$ cat config.mk
export PLATFORM = sky130hd
export DESIGN_NAME = lua_mem_arbiter
export DESIGN_NICKNAME = d
export VERILOG_FILES = /design/src/rtl/lua_cpu_pkg.sv /design/src/rtl/lua_rr_pick.sv /design/src/rtl/lua_mem_arbiter.sv
export SDC_FILE = /design/constraint.sdc
export NUM_CORES = 1
export LEC_CHECK = 0
export CORE_AREA = 2 2 133 135
export DETAILED_ROUTE_END_ITERATION = 8
export DIE_AREA = 0 0 135 137
export PLACE_DENSITY = 0.56
export SYNTH_ARGS = -nofsm -noshare
export SYNTH_HDL_FRONTEND = slang
export SYNTH_SLANG_ARGS = --single-unit
$ cat constraint.sdc
create_clock -name clock_sink_clk -period 5.88 [get_ports clock_sink_clk]
set_clock_uncertainty 0.15 [all_clocks]
set_input_delay 1.176 -clock clock_sink_clk [delete_from_list [all_inputs] [get_ports clock_sink_clk]]
set_output_delay 1.176 -clock clock_sink_clk [all_outputs]
set_load 0.05 [all_outputs]
$ cat src/rtl/lua_cpu_pkg.sv
// lua_cpu_pkg: shared types and constants for the Lua execution unit.
package lua_cpu_pkg;
    typedef enum logic {IDLE = 1'b0, GRANTED = 1'b1} arb_state_e;
    localparam int AV_DW = 32;
    localparam int AV_AW = 32;
    localparam int REQ_FETCH = 0;
    localparam int REQ_RA = 1;
    localparam int REQ_WB = 2;
endpackage

$ cat src/rtl/lua_rr_pick.sv
// lua_rr_pick: combinational round-robin selector, first candidate after last.
module lua_rr_pick #(
    parameter int N = 3,
    parameter int IW = 2
) (
    input  logic [N-1:0]  cand,
    input  logic [IW-1:0] last,
    output logic          found,
    output logic [IW-1:0] idx
);
    // Walk from farthest to nearest so the nearest candidate is written last.
    always_comb begin
        found = 1'b0;
        idx = '0;
        for (int k = N; k >= 1; k--) begin
            if (cand[(int'(last) + k) % N]) begin
                found = 1'b1;
                idx = IW'((int'(last) + k) % N);
            end
        end
    end
endmodule

$ cat src/rtl/lua_mem_arbiter.sv
// lua_mem_arbiter: round-robin arbiter with lock sharing one Avalon-MM master.
module lua_mem_arbiter
    import lua_cpu_pkg::*;
#(
    parameter int NREQ = 3,
    parameter int MAX_LOCK = 16
) (
    input  logic                 clock_sink_clk,
    input  logic                 reset_sink_reset_n,
    input  logic [NREQ-1:0]      req_read,
    input  logic [NREQ-1:0]      req_write,
    input  logic [NREQ-1:0]      req_lock,
    input  logic [NREQ*AV_AW-1:0] req_address,
    input  logic [NREQ*AV_DW-1:0] req_writedata,
    output logic [NREQ-1:0]      req_waitrequest,
    output logic [AV_DW-1:0]     req_readdata,
    output logic [NREQ-1:0]      grant,
    output logic [AV_AW-1:0]     avalon_master_address,
    output logic [AV_DW-1:0]     avalon_master_writedata,
    output logic                 avalon_master_read,
    output logic                 avalon_master_write,
    input  logic [AV_DW-1:0]     avalon_master_readdata,
    input  logic                 avalon_master_waitrequest,
    output logic                 protocol_err,
    output logic                 lock_timeout
);
    localparam int IW = (NREQ > 1) ? $clog2(NREQ) : 1;

    arb_state_e    state_q, state_d;
    logic [IW-1:0] g_q, g_d, last_q, last_d, win;
    logic [7:0]    lcnt_q, lcnt_d;
    logic          perr_q, perr_d, lto_q, lto_d, found, cmd;

    lua_rr_pick #(.N(NREQ), .IW(IW)) u_pick (
        .cand  (req_read | req_write),
        .last  (last_q),
        .found (found),
        .idx   (win)
    );

    assign req_readdata = avalon_master_readdata;
    assign protocol_err = perr_q;
    assign lock_timeout = lto_q;
    assign cmd = req_read[g_q] | req_write[g_q];

    always_comb begin
        grant = '0;
        avalon_master_address = '0;
        avalon_master_writedata = '0;
        avalon_master_read = 1'b0;
        avalon_master_write = 1'b0;
        req_waitrequest = '1;
        if (state_q == GRANTED) begin
            grant[g_q] = 1'b1;
            avalon_master_address = req_address[AV_AW*int'(g_q) +: AV_AW];
            avalon_master_writedata = req_writedata[AV_DW*int'(g_q) +: AV_DW];
            avalon_master_read = req_read[g_q] & ~req_write[g_q];
            avalon_master_write = req_write[g_q];
            req_waitrequest[g_q] = avalon_master_waitrequest;
        end
    end

    always_comb begin
        state_d = state_q;
        g_d = g_q;
        last_d = last_q;
        lcnt_d = lcnt_q;
        lto_d = lto_q;
        perr_d = perr_q | |(req_read & req_write);
        if (state_q == IDLE) begin
            if (found) begin
                state_d = GRANTED;
                g_d = win;
                last_d = win;
                lcnt_d = '0;
            end
        end else if (cmd) begin
            // A stalled command holds the bus and freezes the lock counter.
            if (!avalon_master_waitrequest) begin
                state_d = req_lock[g_q] ? GRANTED : IDLE;
                lcnt_d = '0;
            end
        end else if (!req_lock[g_q]) begin
            state_d = IDLE;
        end else begin
            lcnt_d = lcnt_q + 8'd1;
            if (lcnt_q == 8'(MAX_LOCK - 1)) begin
                lto_d = 1'b1;
                state_d = IDLE;
            end
        end
    end

    always_ff @(posedge clock_sink_clk) begin
        if (!reset_sink_reset_n) begin
            state_q <= IDLE;
            g_q <= '0;
            last_q <= IW'(NREQ - 1);
            lcnt_q <= '0;
            perr_q <= 1'b0;
            lto_q <= 1'b0;
        end else begin
            state_q <= state_d;
            g_q <= g_d;
            last_q <= last_d;
            lcnt_q <= lcnt_d;
            perr_q <= perr_d;
            lto_q <= lto_d;
        end
    end
endmodule
# [Yosys cells after proc, flatten, opt, wreduce, memory -nomap -nowiden]
# Cells that the tools add are included.
# Widths: inputs -> output; s select.
[op_classes] div_mod_pow=3 n_addsub=4 muxes=41 reduce_logical=6 n_bitwise=10 order_cmp=5 n_eq_ne=3 n_shift=2
[op_table] cell="$shiftx 96x8->32" n=2
[op_table] cell="$lt 32x4->1 const B" n=3
[op_table] cell="$mod 32x3->32 const B" n=3
[op_table] cell="$mux 32" n=2
[op_table] cell="$mux 8" n=5
[op_table] cell="$mux 1" n=22
[op_table] cell="$bmux 1 s2" n=6
[op_table] cell="$add 8x1->8 const B" n=1
[op_table] cell="$eq 8x4->1 const B" n=1
[op_table] cell="$add 2x2->3 const B" n=2
[op_table] cell="$mux 2" n=3
[op_table] cell="$mux 3" n=2
[op_table] cell="$or 3x3->3" n=2
[op_table] cell="$reduce_and 4->1" n=1
[op_table] cell="$add 2x1->3 const B" n=1
[op_table] cell="$and 3x3->3" n=1
[op_table] cell="$lt 2x3->1 const B" n=1
[op_table] cell="$ne 3x1->1 const B" n=1
[op_table] cell="$ne 3x3->1 const B" n=1
[op_table] cell="$not 1->1" n=3
[op_table] cell="$not 3->3" n=1
[op_table] cell="$reduce_and 3->1" n=1
[op_table] cell="$reduce_or 3->1" n=1
[op_table] cell="$demux 1 s2" n=1
[op_table] cell="6 further kinds" n=7
[word_totals] out_inout_bits=106 wordCells=80 reg_bits=15

# [Logic depth before layout (Yosys ltp)]
# Gate-level depths: netlist of the first run.
[depth] ltp_word=10 depth_mapped=10

# [Modules after synthesis]
# Synthesis of the first run repeated with hierarchy kept, for this count alone.
[unflattened] cells_unflattened=456 area_unflattened_um2=3126.7
[by_module_without_submodules] mod="lua_mem_arbiter" seq_area_each_um2=280.3 area_each_um2=2881.5 instances=1 cells_each=420
[by_module_without_submodules] mod="lua_rr_pick" seq_area_each_um2=0.0 area_each_um2=245.2 instances=1 cells_each=36

# [Worst setup path after synthesis of the first run]
# Ideal clock, no wire load.
[synth_path] path_type="in2out" startpoint="input port req_write[1]" endpoint="output port avalon_master_read" path_buffers=0 slack_ns=2.365 cell_stages=3 arrival_time_ns=2.189 cell_sequence="mux2i_1 > o211ai_2 > nor2_1"
[synth_between] elab_chain_cells=5
[synth_lines] item="start, declared" line_no="lua_mem_arbiter.sv:11" rtl="input logic [NREQ-1:0] req_write,"
[synth_lines] item="$bmux 1 s2" line_no="lua_mem_arbiter.sv:57" rtl="avalon_master_read = req_read[g_q] & ~req_write[g_q];"
[synth_lines] item="$mux 1 (implied by the code)" line_no="lua_mem_arbiter.sv:57"
[synth_lines] item="$not 1->1" line_no="lua_mem_arbiter.sv:57"
[synth_lines] item="$and 1x1->1" line_no="lua_mem_arbiter.sv:57"
[synth_lines] item="$mux 1" line_no="lua_mem_arbiter.sv:53" rtl="if (state_q == GRANTED) begin"
[synth_lines] item="end, declared" line_no="lua_mem_arbiter.sv:20" rtl="output logic avalon_master_read,"
# No other way between the ends. The select of a mux whose other input is x is not followed.

# [Worst setup path after layout of the first run]
[layout_path] startpoint="register g_q[0]" endpoint="output port avalon_master_read"
[layout_between] elab_chain_cells=5 word_cells_on_any_way=7 cone_classes="mux (5); bitwise (2)"
[layout_lines] item="start, declared" line_no="lua_mem_arbiter.sv:30" rtl="logic [IW-1:0] g_q, g_d, last_q, last_d, win;"
[layout_lines] item="start signal, assigned" line_no="lua_mem_arbiter.sv:104" rtl="g_q <= g_d;"
[layout_lines] item="$bmux 1 s2" line_no="lua_mem_arbiter.sv:57"
[layout_lines] item="$mux 1 (implied by the code)" line_no="lua_mem_arbiter.sv:57"
[layout_lines] item="$not 1->1" line_no="lua_mem_arbiter.sv:57"
[layout_lines] item="$and 1x1->1 (*)" line_no="lua_mem_arbiter.sv:57"
[layout_lines] item="$mux 1 (*)" line_no="lua_mem_arbiter.sv:53"
# Mark *: on every way between the ends. The rest lies on a longest branch, timed or not. The select of a mux whose other input is x is not followed.

==> key figures, run 1 <==
Synthesis
  • EDFF count, synth: 0
  • Area fraction of the dominant cell type after synthesis: 22.7%
  • Library cell with the highest instance count after synthesis: nor2_1
  • Largest cells by area after synthesis: mux2i_1 23%, nor2_1 18%, a21oi_1 12%, dfxtp_1 9.5%, buf_4 8.7%
  • Fraction of the yosys area taken by sequential cells: 9.50%
  • Post-synthesis adder-cell area fraction: 1.70%
  • Area share of xor/xnor cells in the synthesized design: 0%
  • Yosys warning total: 0
  • Mean area per synthesized cell: 6.43 sq um
  • Net count of the mapped netlist: 699
  • Synth area leader: mux2i_1
  • Largest family of logic cells by synthesized area: simple AND/OR/NAND/NOR gates
  • Dominant register cell in the synthesized netlist: dfxtp_1
  • Async set-reset flop share out of synthesis: 0%
  • Area fraction in compound gates after synthesis: 23.0%
  • Number of storage elements in the synthesis netlist: 14
  • Post-synthesis mux area share: 22.7%
  • Cell types with the highest counts after synthesis: 138 x nor2_1, 70 x a21oi_1, 67 x mux2i_1
  • Post-Synthesis Cell Area: 2950 sq um
  • Share of synthesized cell area in and, or, nand and nor gates: 28.3%
  • Number of instances in the synthesized netlist: 459
  • Library cells used by synthesis: 53

Worst hold path
  • Type of the worst min-delay path: reg -> reg

Floorplan
  • Floorplan Core Area: 17100 sq um
  • Area of the die: 18500 sq um
  • Y dimension of the die: 137 um
  • Std cell rows: 48
  • Ports: 342
  • Starting utilization of the core area: 17.3%
  • DIE WIDTH: 135 um

Timing
  • RSZ-0062 raised after global routing: false
  • Sum of negative setup slack: 0 ns
  • Minimum clock period after layout: 4.48 ns
  • Ratio of final minimum period to clock period: 76.1%
  • # setup viols final: 0
  • Transition at the pin with the smallest max-transition slack: 0.966 ns
  • Final hold vios: 0
  • Normalized max-slew margin: 35.1%
  • Fmax: 223 MHz
  • Post-Route Hold Slack: 0.316 ns
  • Number of pins with negative max-slew slack in the final report: 0

Global routing
  • All-layer global routing usage: 13.9%
  • Wire length of the first global-routing pass: 20700 um
  • Largest net degree at the start of global routing: 77
  • Via count of the first global-routing pass: 3787
  • Overflow left after global routing: 0
  • Initial antenna violation count: 0

Clocking
  • Count of instances resized after the clock tree is built: 0
  • Post-CTS setup buffer count: 0
  • Skew-Pair Late Insertion Delay: 0.25 ns
  • Reg clk slew, reported paths: 0.05 ns
  • TritonCTS clock tree: yes
  • Number of buffers inserted during clock tree synthesis: 3
  • Clock root buffer: clkbuf_16
  • Buffer depth of the longest clock path: 2
  • Total number of clock tree sinks: 14
  • Post-CTS Hold Buffers: 0
  • Clock H-tree levels: 1

Route
  • Total routed wirelength: 14300 um
  • Vias post-DR: 3941
  • Detailed Route Iter0 Violations: 151
  • Routed Antenna Nets: 0
  • Drt pass-1 iters: 4
  • Number of DRC violations after detailed routing: 0
  • Average wire per cell in the routed design: 15.9 um
  • Via density per instance: 4.36

Placement
  • Total instance count after detailed placement: 899
  • Total of buffers placed on input and output ports: 277
  • Routability cong.: 0.775
  • Post-detailed-placement half-perimeter wirelength: 11200 um

Power and ir drop
  • Sw Pwr: 1.36 mW
  • Portion of total power attributed to the clock network: 5.9%
  • Peak ir drop on the vdd network: 168 uV
  • Switching Share: 59.8%
  • Sequential Power Share: 6.9%
  • Combinational fraction of design power: 87.2%
  • PwrDens: 397 nW/um^2
  • LEAKAGE: 2.07 nW
  • Cell internal power dissipation: 0.913 mW

Critical path
  • Data required time of the critical path: 4.55 ns
  • Classification of the worst setup path: reg -> out
  • Startpoint type of the worst setup path: flip-flop
  • Endpoint class of the critical path: output port
  • Worst Path Max Fanout: 42
  • Arrival time at the worst endpoint: 3.15 ns

Final layout
  • Antenna diode instance count: 0
  • Area growth, synth to finish: 93.8%
  • Count of nets after finishing: 919
  • Non-filler instance count after layout: 903
  • Ratio of cells with drive above 1 in the final layout: 3.10%
  • Post-layout utilization of the core: 33.5%

Run status
  • Result of the run: finished, final reports clean

Run
  • Max_cap viols: 0
==> power by group through the flow <==
stage	logic (mW)	clock network, mW	registers, mW
floorplan	1.44	0	0.122
global placement	2.00	0	0.160
detailed placement	2.00	0	0.161
CTS	2.00	0.137	0.158
global route	2.12	0.141	0.160
finish	1.98	0.135	0.156
==> path summary, 6_finish.rpt <==
path                             start                        end  slack [ns]  cells past startpoint
max reg2reg        g_q[0]$_SDFFE_PN0P_         state_q$_SDFF_PN0_        1.91                      8
max                g_q[0]$_SDFFE_PN0P_         avalon_master_read        1.40                      5
min reg2reg  lock_timeout$_SDFFE_PN0P_  lock_timeout$_SDFFE_PN0P_        0.32                      1
min          lock_timeout$_SDFFE_PN0P_  lock_timeout$_SDFFE_PN0P_        0.32                      1
==> cells in the final DEF (no fill, tap or decap), types with 3 or more instances in the layout <==
cell type and count:
clkdlybuf4s50_1 277, nor2_1 138, a21oi_1 70, mux2i_1 67
dfxtp_1 12, nand2_1 11, nor3_1 8, o21ai_1 8
nand4_1 8, buf_4 5, o21a_1 4, a22oi_1 4
nand3_1 4, ha_1 4, inv_1 3, nand3b_1 3
nor2b_1 3, o211ai_1 3, and3_1 3, clkbuf_16 3
==> critical path: stages, from the launching register on <==
cell             delay (ns)
dfxtp_4                0.74
buf_4                  0.64
mux2i_1                0.35
o211ai_2               0.18
nor2_1                 0.15
clkdlybuf4s50_1        0.81
==> per-layer routing <==
metal	share of wire, %	track usage [%]
met5	0	0
met4	1.6	2.49
met3	7.8	3.67
met2	46	22.5
met1	45	18.8
==> stage by stage <==
stage	total power [mW]	worst slack (ns)	instance area, sq um
after global routing	2.42	1.23	5720
after floorplan	1.56	2.36	2950
after detailed placement	2.16	1.51	5640
final	2.27	1.40	5720
after global placement	2.16	1.50	5640
after CTS	2.30	1.29	5720
==> kinds of logic (layout without fill, tap and decap cells) <==
logic type,Yosys count,count (layout)
compound gates,111,111
fa+ha+maj,4,4
buf+inv,71,290
flops,14,14
mux,67,67
simple gates,192,192
==> sequential cells by signal, summed over array words and instances, names as in the netlist <==
register	flops
lcnt_q	8
g_q	2
last_q	1
lock_timeout	1
protocol_err	1
state_q	1
==> cell type report <==
| type | instances | area (sq um) |
|---|---|---|
| multi-input combinational | 374 | 2240 |
| timing repair buffer | 282 | 2810 |
| fill | 1878 | 11300 |
| tap | 225 | 282 |
| sequential | 14 | 288 |
| clock inverter | 1 | 3.75 |
| clock buffer | 3 | 75.1 |
| inverter | 4 | 15.0 |
Note: power is estimated with default switching activity, not from simulation.
==> run 2, diff against run 1 <==
--- a/config.mk
+++ b/config.mk
@@ -8,7 +8,7 @@
 export CORE_AREA = 2 2 133 135
 export DETAILED_ROUTE_END_ITERATION = 8
 export DIE_AREA = 0 0 135 137
-export PLACE_DENSITY = 0.56
+export PLACE_DENSITY = 0.58
 export SYNTH_ARGS = -nofsm -noshare
 export SYNTH_HDL_FRONTEND = slang
 export SYNTH_SLANG_ARGS = --single-unit
==> constraint.sdc (replaced) <==
create_clock -name clock_sink_clk -period 3.7 [get_ports clock_sink_clk]
set_clock_uncertainty 0.15 [all_clocks]
set_input_delay 0.74 -clock clock_sink_clk [delete_from_list [all_inputs] [get_ports clock_sink_clk]]
set_output_delay 0.74 -clock clock_sink_clk [all_outputs]
set_load 0.05 [all_outputs]
==> run 2 against run 1 <==
Against the previous run:
- clock-buffer cell count grew 1
- sequential share of layout area down 0.40 points
- critical endpoint is now req_waitrequest[1]
- die area is the same
- largest power group unchanged
- routed wire length up 1.7%
- via count rose by 1.1%
- final area up 7.6%
==> key figures, run 2 (same netlist as run 1, synthesis figures left out) <==
Run
  • Max_cap viols: 0 (unchanged)

Floorplan
  • Area of the die: 18500 sq um (unchanged)
  • DIE WIDTH: 135 um (unchanged)
  • Floorplan Core Area: 17100 sq um (unchanged)
  • Starting utilization of the core area: 17.3% (unchanged)
  • Ports: 342 (unchanged)
  • Y dimension of the die: 137 um (unchanged)
  • Std cell rows: 48 (unchanged)

Critical path
  • Combined buffer and inverter count along the critical path: 2 (unchanged)
  • Slowest stage delay, CP: 0.71 ns (was 0.81 ns)
  • Arrival time at the worst endpoint: 2.33 ns (was 3.15 ns)
  • Data required time of the critical path: 2.81 ns (was 4.55 ns)
  • Classification of the worst setup path: in -> out (was reg -> out)
  • Family with the most delay on the worst path: buffers and inverters (unchanged)
  • Worst Path Max Fanout: 4 (was 42)
  • Slack of the worst reg-to-reg path: 0.84 ns (was 1.91 ns)
  • Crit path max-delay cell type: clkdlybuf4s50_1 (unchanged)
  • Most Frequent Cell on Critical Path: clkdlybuf4s50_1
  • Startpoint type of the worst setup path: input port (was flip-flop)
  • Endpoint class of the critical path: output port (unchanged)
  • Crit path cell chain: clkdlybuf4s50_1, or4_1, clkdlybuf4s50_1 (was buf_4, mux2i_1, o211ai_2, nor2_1, clkdlybuf4s50_1)

Clocking
  • Count of instances resized after the clock tree is built: 0 (unchanged)
  • Number of buffers inserted during clock tree synthesis: 3 (unchanged)
  • Clock H-tree levels: 1 (unchanged)
  • Skew-Pair Late Insertion Delay: 0.24 ns (was 0.25 ns)
  • Post-CTS Hold Buffers: 0 (unchanged)
  • Total number of clock tree sinks: 14 (unchanged)
  • Clock root buffer: clkbuf_16 (unchanged)
  • Reg clk slew, reported paths: 0.05 ns (about the same)
  • TritonCTS clock tree: yes (unchanged)
  • Post-CTS setup buffer count: 0 (unchanged)
  • Buffer depth of the longest clock path: 2 (unchanged)

Placement
  • Routability cong.: 0.781 (was 0.775)
  • Worst slack, placed: 0.484 ns (was 1.51 ns)
  • Placed inst area: 6060 sq um (was 5640 sq um)
  • Total of buffers placed on input and output ports: 277 (unchanged)
  • Total instance count after detailed placement: 905 (was 899)
  • Post-detailed-placement half-perimeter wirelength: 11600 um (was 11200 um)

Timing
  • Setup WS post-layout: 0.482 ns (was 1.40 ns)
  • Post-Route Hold Slack: 0.316 ns (about the same)
  • Number of pins with negative max-slew slack in the final report: 0 (unchanged)
  • Fmax: 311 MHz
  • Transition at the pin with the smallest max-transition slack: 0.604 ns (was 0.966 ns)
  • Minimum clock period after layout: 3.22 ns
  • Sum of negative setup slack: 0 ns (unchanged)
  • Final hold vios: 0 (unchanged)
  • # setup viols final: 0 (unchanged)
  • Ratio of final minimum period to clock period: 87.0%
  • Normalized max-slew margin: 59.4% (was 35.1%)
  • RSZ-0062 raised after global routing: false (unchanged)

Power and ir drop
  • LEAKAGE: 2.36 nW (was 2.07 nW)
  • Peak ir drop on the vdd network: 359 uV (was 168 uV)
  • PwrDens: 665 nW/um^2 (was 397 nW/um^2)

Final layout
  • Storage cell area: 285 sq um (was 288 sq um)
  • Largest Register: lcnt_q (unchanged)
  • Registers with the most flip-flops: lcnt_q: 8 flops, g_q: 2 flops (unchanged)
  • Highest-count cells in the layout ignoring fill and taps: 209 x clkdlybuf4s50_1, 138 x nor2_1, 70 x a21oi_1 (was 277 x clkdlybuf4s50_1, 138 x nor2_1, 70 x a21oi_1)
  • Total of fill cells in the finished design: 1813 (was 1878)
  • Ratio of cells with drive above 1 in the final layout: 14.0% (was 3.10%)
  • Area growth, synth to finish: 109% (was 93.8%)
  • Post-route cell area: 6150 sq um (was 5720 sq um)
  • Non-filler instance count after layout: 910 (was 903)
  • Combined area of the multi-input logic cells: 2240 sq um (unchanged)
  • Number of flip-flops in the largest register: 8 (unchanged)
  • Count of nets after finishing: 925 (was 919)
  • Most frequent standard cell in the layout excluding fill and tap cells: clkdlybuf4s50_1 (unchanged)

Route
  • Number of DRC violations after detailed routing: 0 (unchanged)
  • Detailed Route Iter0 Violations: 179 (was 151)
  • Vias post-DR: 3986 (was 3941)
  • Total routed wirelength: 14600 um (was 14300 um)
  • Average wire per cell in the routed design: 16.0 um (was 15.9 um)
  • Routed Antenna Nets: 0 (unchanged)
  • Drt pass-1 iters: 4 (unchanged)
  • Via density per instance: 4.38 (was 4.36)

Global routing
  • Wire length of the first global-routing pass: 21100 um (was 20700 um)
  • Initial antenna violation count: 1 (was 0)
  • Overflow left after global routing: 0 (unchanged)
  • Largest net degree at the start of global routing: 67 (was 77)
  • Via count of the first global-routing pass: 3770 (was 3787)
  • All-layer global routing usage: 14.4% (was 13.9%)

Worst hold path
  • Type of the worst min-delay path: reg -> reg (unchanged)

Run status
  • Result of the run: finished, final reports clean (unchanged)
==> run 2: cell types whose count changed in the layout (fill, tap and decap cells not counted), sizes merged <==
cell | previous run | this run
diode | 0 | 1
buf | 5 | 79
clkbuf | 3 | 4
clkdlybuf4s50 | 277 | 209
clkinv | 1 | 0
==> run 2: final timing paths <==
check / start / to / depth (start not counted)
setup / recovery: avalon_master_waitrequest / req_waitrequest[1] / 3
hold / removal: lock_timeout$_SDFFE_PN0P_ / lock_timeout$_SDFFE_PN0P_ / 1
setup reg to reg: g_q[0]$_SDFFE_PN0P_ / state_q$_SDFF_PN0_ / 7
hold reg to reg: lock_timeout$_SDFFE_PN0P_ / lock_timeout$_SDFFE_PN0P_ / 1
==> run 2: stage by stage <==
step	util, %	power, mW
2_1_floorplan	-	2.48
3_3_place_gp	35.5	3.90
3_5_place_dp	35.5	3.90
4_1_cts	36.1	4.15
5_1_grt	36.1	4.34
6_report	36.1	4.09
==> run 2: per-layer routing <==
| metal | share of wire (%) | routed length (um) | vias to the layer above | track usage (%) |
|---|---|---|---|---|
| li1 | - | - | 2014 | - |
| met1 | 41 | 5940 | 1776 | 18.1 |
| met2 | 48 | 7050 | 174 | 23.8 |
| met3 | 8.8 | 1290 | 22 | 4.56 |
| met4 | 2.1 | 310 | 0 | 3.65 |
| met5 | 0 | 0 | - | 0 |
==> run 2: layout make-up <==
type | instances | share of cell area (%)
Sequential cell | 14 | 4.64
Tap cell | 225 | 4.58
Timing Repair Buffer | 288 | 52.6
Clock buffer | 4 | 1.44
Antenna cell | 1 | 0.0407
Inverter | 4 | 0.244
Multi-Input combinational cell | 374 | 36.5
==> run 2: power by group <==
group	total (mW)	leakage [nW]	switching (mW)	internal, mW
Sequential	0.241	0.115	0.0669	0.174
Combinational	3.62	2.20	2.13	1.49
Clock	0.231	0.0442	0.0672	0.164
Total	4.09	2.36	2.27	1.83
==> run 3, diff against run 2 <==
--- a/config.mk
+++ b/config.mk
@@ -5,7 +5,9 @@
 export SDC_FILE = /design/constraint.sdc
 export NUM_CORES = 1
 export LEC_CHECK = 0
+export CAP_MARGIN = 20
 export CORE_AREA = 2 2 133 135
+export CTS_CLUSTER_DIAMETER = 100
 export DETAILED_ROUTE_END_ITERATION = 8
 export DIE_AREA = 0 0 135 137
 export PLACE_DENSITY = 0.58
==> results of run 3 <==
Final layout, timing and power as in run 2 (identical DEF).
==> RTL change 1: new RTL, settings of run 3 <==
`MAX_LOCK`: 16 -> 15.
--- a/src/rtl/lua_mem_arbiter.sv
+++ b/src/rtl/lua_mem_arbiter.sv
@@ -5,3 +5,3 @@
     parameter int NREQ = 3,
-    parameter int MAX_LOCK = 16
+    parameter int MAX_LOCK = 15
 ) (
Behaviour: no difference found for any inputs over 4 cycles, from zero or initial values and one cycle with reset_sink_reset_n low; that may be too few to reach the edited logic, so the function may still have changed.
==> RTL change 1 against run 3 <==
Synthesized area rose by 0.34%. Total power shrank 4.0%. Maximum frequency decreased by 1.0%. Non-clock buffer count decreased by 2. Die area unchanged. Wire length shrank 2.2%. Critical path depth stayed put. Cell count shrank 0.33%. Cell area grew 5.3%. Worst setup slack lost 33 ps. Sequential cell count unchanged.
==> RTL change 1: results (changes against run 3) <==
<table>
<tr><th>Metric</th><th>Value</th></tr>
<tr><th colspan="2">Drt</th></tr>
<tr><td>Violation count after the first detailed-route iteration</td><td>159 (-11%)</td></tr>
<tr><td>Wire length per cell after detailed routing</td><td>15.7 µm (-1.9%)</td></tr>
<tr><td>Vias after detailed routing</td><td>4,052 (+1.7%)</td></tr>
<tr><td>Via/cell ratio</td><td>4.47 (+2.0%)</td></tr>
<tr><th colspan="2">Placed design</th></tr>
<tr><td>Routability Congestion</td><td>0.786 (+0.65%)</td></tr>
<tr><td>DP Cell Count</td><td>903 (-0.22%)</td></tr>
<tr><td>Post-detail-place hpwl</td><td>11.5 mm (-1.3%)</td></tr>
<tr><td>Dpl cell area</td><td>6390 µm² (+5.4%)</td></tr>
<tr><th colspan="2">Synth</th></tr>
<tr><td>Mean area per synthesized cell</td><td>6.48 µm² (+0.78%)</td></tr>
<tr><td>Adder-cell area share of the yosys netlist</td><td>0.0211 (+0.00417)</td></tr>
<tr><td>Top cells by area, synth</td><td>sky130_fd_sc_hd__mux2i_1, sky130_fd_sc_hd__nor2_1, sky130_fd_sc_hd__a21oi_1, sky130_fd_sc_hd__dfxtp_1, sky130_fd_sc_hd__buf_4</td></tr>
<tr><td>Sequential element share of the synthesized area</td><td>0.0947 (-0.000321)</td></tr>
<tr><td>Share of cell area taken by muxes after synthesis</td><td>0.234 (+0.00684)</td></tr>
<tr><td>Post-synthesis cell type count</td><td>47 (-11%)</td></tr>
<tr><td>Syn nets</td><td>698 (-0.14%)</td></tr>
<tr><td>Area fraction in compound gates after synthesis</td><td>0.226 (-0.00458)</td></tr>
<tr><td>Ranking of synthesized cells by instance count</td><td>sky130_fd_sc_hd__nor2_1, sky130_fd_sc_hd__a21oi_1, sky130_fd_sc_hd__mux2i_1, sky130_fd_sc_hd__buf_4, sky130_fd_sc_hd__clkbuf_1</td></tr>
<tr><th colspan="2">Final layout</th></tr>
<tr><td>Fraction of final layout cells sized beyond drive strength 1</td><td>0.138 (-0.00252)</td></tr>
<tr><td>Nets@finish</td><td>924 (-0.11%)</td></tr>
<tr><th colspan="2">Global route</th></tr>
<tr><td>Initial antenna violation count</td><td>0 (-1)</td></tr>
<tr><td>First-pass GRT wire length</td><td>20.5 mm (-2.8%)</td></tr>
<tr><td>Largest net degree at the start of global routing</td><td>46 (-31%)</td></tr>
<tr><td>Overall routing resource usage</td><td>0.139 (-0.00492)</td></tr>
<tr><th colspan="2">Worst setup path</th></tr>
<tr><td>Largest driver fanout on the critical path</td><td>5 (+1)</td></tr>
<tr><td>Critical path data arrival time</td><td>2360 ps (+30 ps)</td></tr>
<tr><th colspan="2">STA</th></tr>
<tr><td>Worst Tran Pin Value</td><td>677 ps (+72.5 ps)</td></tr>
<tr><td>Sum Neg Setup Slack</td><td>0 ps (unchanged)</td></tr>
<tr><th colspan="2">Status</th></tr>
<tr><td>Status</td><td>completed</td></tr>
</table>
RTL change 1: cell families after synthesis:
kind of cell / after synthesis
adders and majority gates: 5
and+or+nand+nor: 189
muxes: 68
DFF: 14
buffers and inverters: 71
AOI/OAI and AO/OA: 110
RTL change 1: area by class of cell:
cell class              instances  area, µm²
fillers                      1790      10600
repair buffers                286       3530
multi-input cells             372       2270
flip-flops and latches         14        285
well taps                     225        282
clock buffers                   4       88.8
inverters                       6       22.5
RTL change 1: worst max-delay path, stage by stage:
cell                              delay [ps]
sky130_fd_sc_hd__clkdlybuf4s50_1         470
sky130_fd_sc_hd__or3_1                   410
sky130_fd_sc_hd__clkdlybuf4s50_1         730
RTL change 1: routing by layer:
layer / track usage / part of all wire / vias up
met1: 0.166 / 0.40 / 1825
met2: 0.245 / 0.49 / 201
li1: - / - / 2003
met4: 0.0318 / 0.018 / 0
met3: 0.0404 / 0.097 / 23
met5: 0 / 0 / -
RTL change 1: worst paths after layout:
path | start | end | slack (ps)
worst max register to register | g_q[0]$_SDFFE_PN0P_ | lcnt_q[5]$_SDFFE_PN0P_ | 1090
worst max-delay path | avalon_master_waitrequest | req_waitrequest[1] | 450
worst min register to register | lock_timeout$_SDFFE_PN0P_ | lock_timeout$_SDFFE_PN0P_ | 320
worst min-delay path | lock_timeout$_SDFFE_PN0P_ | lock_timeout$_SDFFE_PN0P_ | 320
RTL change 1: through the flow:
stage | hold WS [ps] | setup slack [ps]
2_1_floorplan | 312 | 642
3_3_place_gp | 297 | 428
3_5_place_dp | 313 | 434
4_1_cts | 325 | 424
5_1_grt | 358 | 385
6_report | 320 | 450
RTL change 1: power by group:
part / leakage [nW] / internal (mW) / total (mW) / switching (mW)
registers: 0.115 / 0.172 / 0.222 / 0.0494
logic: 2.27 / 1.54 / 3.47 / 1.93
clock network: 0.0442 / 0.164 / 0.233 / 0.0691
total: 2.43 / 1.88 / 3.93 / 2.05
==> RTL change 2: new RTL, config.mk and constraints of run 3 <==
Without the edit above. One comparison of `lcnt_q` changes from == to >=.
--- a/src/rtl/lua_mem_arbiter.sv
+++ b/src/rtl/lua_mem_arbiter.sv
@@ -86,3 +86,3 @@
             lcnt_d = lcnt_q + 8'd1;
-            if (lcnt_q == 8'(MAX_LOCK - 1)) begin
+            if (lcnt_q >= 8'(MAX_LOCK - 1)) begin
                 lto_d = 1'b1;
Formal check against the unedited RTL: same outputs for any inputs over 4 cycles, from zero or initial values and one cycle with reset_sink_reset_n low; that may be too few to reach the edited logic, so the function may still have changed.
==> RTL change 2 against run 3 <==
Sequential power increased by 20%. Non-clock buffer count decreased by 4. Critical path type unchanged. Cell count decreased by 2.1%. Core utilization increased by 0.12 points. Cell area increased by 0.33%. Highest routed layer unchanged. Worst hold slack got worse by 1.2 ps. Critical path depth increased by 1. Synthesized area increased by 0.34%. Total power decreased by 2.3%. Via count decreased by 4.2%. Sequential cell count unchanged. Worst setup slack improved by 160 ps. Wire length decreased by 6.4%.
==> RTL change 2: results (changes against run 3) <==
<table>
<tr><th>Metric</th><th>Value</th></tr>
<tr><th colspan="2">Synth</th></tr>
<tr><td>Syn nets</td><td>681 (-2.6%)</td></tr>
<tr><td>Adder-cell area share of the yosys netlist</td><td>0.0169 (-0.0000574)</td></tr>
<tr><td>Sequential element share of the synthesized area</td><td>0.0947 (-0.000321)</td></tr>
<tr><td>Count of mapped cells out of synthesis</td><td>441 (-3.9%)</td></tr>
<tr><td>Area fraction in compound gates after synthesis</td><td>0.215 (-0.0156)</td></tr>
<tr><td>Top cells by area, synth</td><td>sky130_fd_sc_hd__mux2i_1, sky130_fd_sc_hd__and2_1, sky130_fd_sc_hd__o21ai_0, sky130_fd_sc_hd__nand2_1, sky130_fd_sc_hd__dfxtp_1</td></tr>
<tr><td>Ranking of synthesized cells by instance count</td><td>sky130_fd_sc_hd__nand2_1, sky130_fd_sc_hd__o21ai_0, sky130_fd_sc_hd__mux2i_1, sky130_fd_sc_hd__and2_1, sky130_fd_sc_hd__buf_4</td></tr>
<tr><th colspan="2">Final layout</th></tr>
<tr><td>Nets@finish</td><td>906 (-2.1%)</td></tr>
<tr><th colspan="2">Worst setup path</th></tr>
<tr><td>Critical path's largest stage delay</td><td>790 ps (+80 ps)</td></tr>
<tr><td>Worst R2R Path Depth</td><td>8 (+1)</td></tr>
<tr><td>R2r setup slk</td><td>960 ps (+120 ps)</td></tr>
<tr><td>Destination of the worst register-to-register timing path</td><td>g_q[1]$_SDFFE_PN0P_</td></tr>
<tr><th colspan="2">STA</th></tr>
<tr><td>Max Clock Freq</td><td>327 MHz (+5.1%)</td></tr>
<tr><td>Hold slack</td><td>315 ps (-1.16 ps)</td></tr>
<tr><td>Worst Tran Pin Value</td><td>518 ps (-86.4 ps)</td></tr>
<tr><th colspan="2">Drt</th></tr>
<tr><td>Vias after detailed routing</td><td>3,818 (-4.2%)</td></tr>
<tr><td>Violation count after the first detailed-route iteration</td><td>129 (-28%)</td></tr>
<tr><td>Via/cell ratio</td><td>4.29 (-2.2%)</td></tr>
<tr><th colspan="2">Hold path</th></tr>
<tr><td>Sink of the worst hold path</td><td>lcnt_q[7]$_SDFFE_PN0P_</td></tr>
<tr><th colspan="2">Placed design</th></tr>
<tr><td>Worst slack after detailed placement</td><td>630 ps (+146 ps)</td></tr>
<tr><td>Post-detail-place hpwl</td><td>10.9 mm (-6.3%)</td></tr>
<tr><td>Routability Congestion</td><td>0.784 (+0.40%)</td></tr>
<tr><th colspan="2">Power and ir drop</th></tr>
<tr><td>Leakage power of the design</td><td>2.27 nW (-4.0%)</td></tr>
<tr><td>Cell internal power dissipation</td><td>1.88 mW (+3.1%)</td></tr>
<tr><th colspan="2">Global route</th></tr>
<tr><td>First-pass GRT wire length</td><td>19.3 mm (-8.1%)</td></tr>
<tr><td>Overall routing resource usage</td><td>0.131 (-0.0123)</td></tr>
<tr><th colspan="2">Status</th></tr>
<tr><td>Status</td><td>completed</td></tr>
</table>
==> RTL change 2: cell type report <==
class	count	area, µm²	area share
antenna	1	2.50	0.000405
clock buffer	4	88.8	0.0144
inverter	7	26.3	0.00426
multi-input combinational	356	2290	0.371
sequential	14	287	0.0464
tap	225	282	0.0456
timing repair buffer	284	3200	0.518
==> RTL change 2: per-layer routing <==
layer	GRT usage	share of wire	vias up
met5	0	0	-
met4	0.0191	0.011	0
met3	0.0363	0.092	20
met2	0.240	0.51	174
met1	0.157	0.39	1690
li1	-	-	1934
==> RTL change 2: power groups by stage <==
| stage | Combinational, mW | Clock (mW) | Sequential [mW] |
|---|---|---|---|
| after floorplan | 2.26 | 0 | 0.190 |
| after global routing | 3.70 | 0.240 | 0.308 |
| after detailed placement | 3.52 | 0 | 0.300 |
| after CTS | 3.53 | 0.234 | 0.297 |
| after global placement | 3.52 | 0 | 0.297 |
| final | 3.48 | 0.229 | 0.288 |
